==> src/rtl/estagio_busca.sv <==
// Instruction-fetch stage: fetch PC, next-PC selection, word-addressed instruction
// memory with a loader write port, and the IF/ID register handed to decode.
module estagio_busca #(
  parameter int               WIDTH     = 32,
  parameter int               MEM_DEPTH = 64,
  parameter logic [WIDTH-1:0] RESET_PC  = '0
) (
  input  logic             clock,
  input  logic             reset,
  input  logic             stall,
  input  logic             flush,
  input  logic             branch_taken,
  input  logic [WIDTH-1:0] branch_target,
  input  logic             mem_we,
  input  logic [WIDTH-1:0] mem_addr,
  input  logic [WIDTH-1:0] mem_wdata,
  output logic [WIDTH-1:0] pc,
  output logic [WIDTH-1:0] if_id_pc,
  output logic [WIDTH-1:0] if_id_pc4,
  output logic [WIDTH-1:0] if_id_instr,
  output logic             if_id_valid,
  output logic             misaligned
);

  localparam int AW = $clog2(MEM_DEPTH);

  logic [WIDTH-1:0] mem_q [MEM_DEPTH];

  logic [WIDTH-1:0] pc_q, pc_d;
  logic [WIDTH-1:0] if_id_pc_q, if_id_pc_d;
  logic [WIDTH-1:0] if_id_pc4_q, if_id_pc4_d;
  logic [WIDTH-1:0] if_id_instr_q, if_id_instr_d;
  logic             if_id_valid_q, if_id_valid_d;
  logic             misaligned_q, misaligned_d;

  logic [WIDTH-1:0] pc_plus4;
  logic             fetch_in_range;
  logic [WIDTH-1:0] fetch_instr;

  // Address bits outside the word index are deliberately ignored by the write port.
  logic unused_addr_bits;
  assign unused_addr_bits = ^{mem_addr[WIDTH-1:AW+2], mem_addr[1:0]};

  // Reads above the memory return a NOP instead of aliasing onto low words.
  always_comb begin
    pc_plus4       = pc_q + WIDTH'(4);
    fetch_in_range = (pc_q[WIDTH-1:AW+2] == '0);
    fetch_instr    = fetch_in_range ? mem_q[pc_q[AW+1:2]] : '0;
  end

  // A redirect overrides a stall so a taken branch is never lost.
  always_comb begin
    pc_d         = pc_plus4;
    misaligned_d = branch_taken & (|branch_target[1:0]);
    if (branch_taken) begin
      pc_d = {branch_target[WIDTH-1:2], 2'b00};
    end else if (stall) begin
      pc_d = pc_q;
    end
  end

  always_comb begin
    if_id_pc_d    = pc_q;
    if_id_pc4_d   = pc_plus4;
    if_id_instr_d = fetch_instr;
    if_id_valid_d = 1'b1;
    if (flush || branch_taken) begin
      if_id_pc_d    = '0;
      if_id_pc4_d   = '0;
      if_id_instr_d = '0;
      if_id_valid_d = 1'b0;
    end else if (stall) begin
      if_id_pc_d    = if_id_pc_q;
      if_id_pc4_d   = if_id_pc4_q;
      if_id_instr_d = if_id_instr_q;
      if_id_valid_d = if_id_valid_q;
    end
  end

  always_ff @(posedge clock) begin
    if (reset) begin
      pc_q          <= RESET_PC;
      if_id_pc_q    <= '0;
      if_id_pc4_q   <= '0;
      if_id_instr_q <= '0;
      if_id_valid_q <= 1'b0;
      misaligned_q  <= 1'b0;
    end else begin
      pc_q          <= pc_d;
      if_id_pc_q    <= if_id_pc_d;
      if_id_pc4_q   <= if_id_pc4_d;
      if_id_instr_q <= if_id_instr_d;
      if_id_valid_q <= if_id_valid_d;
      misaligned_q  <= misaligned_d;
    end
  end

  // The loader keeps writing through reset so a program can be preloaded.
  always_ff @(posedge clock) begin
    if (mem_we) begin
      mem_q[mem_addr[AW+1:2]] <= mem_wdata;
    end
  end

  assign pc          = pc_q;
  assign if_id_pc    = if_id_pc_q;
  assign if_id_pc4   = if_id_pc4_q;
  assign if_id_instr = if_id_instr_q;
  assign if_id_valid = if_id_valid_q;
  assign misaligned  = misaligned_q;

endmodule

==> config.mk <==
export PLATFORM = sky130hd
export DESIGN_NAME = estagio_busca
export DESIGN_NICKNAME = d
export VERILOG_FILES = /design/src/rtl/estagio_busca.sv
export SDC_FILE = /design/constraint.sdc
export NUM_CORES = 2
export LEC_CHECK = 0
export BUFFER_PORTS_ARGS = -buffer_cell sky130_fd_sc_hd__buf_2
export CAP_MARGIN = 20
export CORE_UTILIZATION = 60
export CTS_CLUSTER_DIAMETER = 30
export DETAILED_ROUTE_END_ITERATION = 10
export PLACE_DENSITY_LB_ADDON = 0.2
export SYNTH_ARGS = -nofsm -noshare
export SYNTH_HDL_FRONTEND = slang
export SYNTH_SLANG_ARGS = --single-unit
==> constraint.sdc <==
create_clock -name clock -period 6.8 [get_ports clock]
set_clock_uncertainty 0.1 [all_clocks]
set_input_delay 1.36 -clock clock [delete_from_list [all_inputs] [get_ports clock]]
set_output_delay 1.36 -clock clock [all_outputs]
set_load 0.03 [all_outputs]
==> reports/metrics.yaml <==
grt_pass1_wl_microns: 341000
yosys_warnings: 0
finalSetupViolCount: 0
clkSinkCount: 2178
overflow: 0
track_usage_pct: 34.9
grt_pass1_vias: 46900
cts_buffer_depth: 4
grt_start_max_net_pins: 102
setup.worst_path.class: "reg -> reg"
multi_input_area_sq_mm: 0.0189
rsz0062_at_grt: "false"
final_common_cell: "edfxtp_1"
die_y_microns: 376
drtPass1Iterations: 5
p_leak_nw: 33.0
syn_area_sq_mm: 0.0838
cp_max_fo: 57
via_per_inst: 6.85
switching_power_mw: 7.85
tightest_slew_ns: 1.20
place_area_sq_mm: 0.0877
layout_worst_path_cycle_share_pct: 57.3
fp-row-count: 136
r2r_slack_ns: 2.91
irDropWorstVdd_uv: 346
max_freq_mhz: 257
most-common-layout-cells: "edfxtp_1 (2048), mux4_2 (493), clkbuf_16 (404)"
cp-start-kind: "register"
die_w_microns: 376
ctsResizeCount: 0
syn_to_final_growth_pct: 21.4
place.port_buffers: 199
avgSynthCellArea_sq_um: 20.6
period_minus_slack_ns: 3.89
pwr-share-seq_pct: 40.9
seq_area_frac_synth_pct: 76.5
crit_path_frequent_cell: "buf_4"
cts_tree: "yes"
sw_frac_of_total_pct: 21.6
hold_class: "reg -> reg"
core_sq_mm: 0.138
cts_buffers: 395
synth_cell_types: 67
drc_errors: 0
crit_family: "buffers and inverters"
cp.arrival_ns: 4.61
path_cells: "buf_4 -> buf_4 -> mux4_2 -> a211oi_1 -> a311oi_1 -> o2111ai_1 -> nand2_1"
drv_cap: 0
num_vias: 46300
fillers: 7574
ant_nets: 0
hold_end: "if_id_pc4[11]$_SDFFE_PP0N_"
antenna_found_initial: 14
cpMaxStageDelayCell: "buf_4"
place_congestion: 0.838
status: "complete, no violations"
synthCells: 4073
dp.cells: 6035
detailed_place_hpwl_microns: 135000
r2r_cells: 7
clkPwrFrac_pct: 54.8
synthFlopType: "edfxtp_1"
p_per_area_mw_per_mm2: 358
path_clk_slew_ns: 0.05
post_cts_buffers: 0
crit_buf_inv: 2
routed_wirelength_microns: 244000
num_io_pins: 232
critical_path.endpoint_type: "register"
drive_gt1_share_pct: 32.5
final_area_sq_mm: 0.102
fin_tns_setup_ns: 0
clk_latency_ns: 0.96
combPwrFrac_pct: 4.3
fin_cells: 6769
min_path_cells: 2
synth_edf_count: 2048
finalPower_mw: 36.4
relSlewSlack_pct: 20.3
hp-start: "if_id_pc4[11]$_SDFFE_PP0N_"
worstReg2RegEnd: "if_id_instr[22]$_SDFFE_PP0N_"
seqCellArea_sq_mm: 0.0641
hold_viol: 0
cp_slowest_stage_delay_ns: 0.82
ctsHoldBuffers: 0
die-area_sq_mm: 0.141
ys_ff_latch: 2178
wl_per_cell_microns: 36.0
start_util_pct: 60.7
p_int_mw: 28.5
drv_slew: 0
synthArstFlopShare_pct: 0
critical_path_required_ns: 7.52
fin_nets: 4694
initialDrtViolationCount: 7195
htreeDepth: 5
root_buffer: "clkbuf_16"
[routing by layer]
layer  GRT usage (%)  part of all wire (%)  wire length [microns]
met4            16.1                   4.7                  11600
met2            52.9                    47                 113000
met5               0                 0.016                     38
met1            47.1                    35                  85800
met3            10.3                    13                  32800
[worst reg2reg max path: cells and delay by family, from the launching register on]
kind | cells | cell delay, ns
AND/OR/NAND/NOR | 1 | 0.10
multiplexers | 1 | 0.64
buffers and inverters | 2 | 1.49
flip-flops | 1 | 0.80
AO/OA/AOI/OAI | 3 | 0.66
[registers in the layout, summed over array words and instances (netlist names), named ones only]
register	flops
mem_q	2048
if_id_instr	32
if_id_pc4	30
if_id_pc	30
pc	30
if_id_valid	1
misaligned	1
[how the worst max path moves through the flow]
stage	startpoint	endpoint	slack, ns	cells past startpoint
finish	register	if_id_instr[22]$_SDFFE_PP0N_	2.91	7
global route	register	if_id_instr[23]$_SDFFE_PP0N_	2.82	8
CTS	register	if_id_instr[22]$_SDFFE_PP0N_	2.90	7
detailed placement	mem_we	mem_q[53][25]$_DFFE_PP_	2.39	5
global placement	mem_addr[3]	mem_q[15][23]$_DFFE_PP_	2.34	4
floorplan	mem_addr[6]	mem_q[36][0]$_DFFE_PP_	2.03	4
[cells by family after synthesis]
| kind of cell | count (synthesis) | share of synthesized area, % |
|---|---|---|
| fa+ha+maj | 1 | 0.0149 |
| compound gates | 383 | 3.03 |
| buf+inv | 250 | 1.50 |
| simple gates | 543 | 3.05 |
| flops | 2178 | 76.5 |
| mux | 668 | 15.4 |
| xor+xnor | 49 | 0.512 |
| other cells | 1 | 0.00448 |
[cell usage after synthesis, drive strengths merged (18+ instances only)]
library cell / count / area (sq um)
nand2: 136 / 510
nor2: 190 / 713
clkbuf: 82 / 310
xnor2: 26 / 228
xor2: 23 / 201
nor3: 33 / 175
o21ai: 38 / 190
o22ai: 69 / 432
dfxtp: 130 / 2600
a211oi: 32 / 245
mux2: 18 / 203
a21oi: 93 / 465
nand3: 61 / 320
edfxtp: 2048 / 61500
buf: 158 / 912
mux2i: 157 / 1570
nor4: 20 / 174
mux4: 493 / 11100
nor2b: 30 / 188
a22oi: 71 / 533
[stage by stage]
stage	hold slack [ns]	util, %	setup slack, ns
floorplan	0.466	-	2.03
global placement	0.351	63.4	2.34
detailed placement	0.351	63.5	2.39
CTS	0.357	73.3	2.90
global route	0.381	73.7	2.82
finish	0.361	73.7	2.91
[power by group through the flow]
stage | Clock (mW) | Sequential, mW | Combinational (mW)
floorplan | 0 | 15.1 | 0.896
global placement | 0 | 15.1 | 1.49
detailed placement | 0 | 15.1 | 1.51
CTS | 20.0 | 14.9 | 1.53
global route | 20.6 | 14.9 | 1.63
finish | 19.9 | 14.9 | 1.58
[layout make-up]
type / count / area share [%]
clock inverters: 264 / 3.14
clock buffers: 445 / 10.2
flip-flops and latches: 2178 / 63.1
diodes: 3 / 0.00738
repair buffers: 356 / 2.65
well taps: 1863 / 2.29
inverters: 10 / 0.0369
multi-input cells: 1650 / 18.6
(Power assumes the default switching activity.)
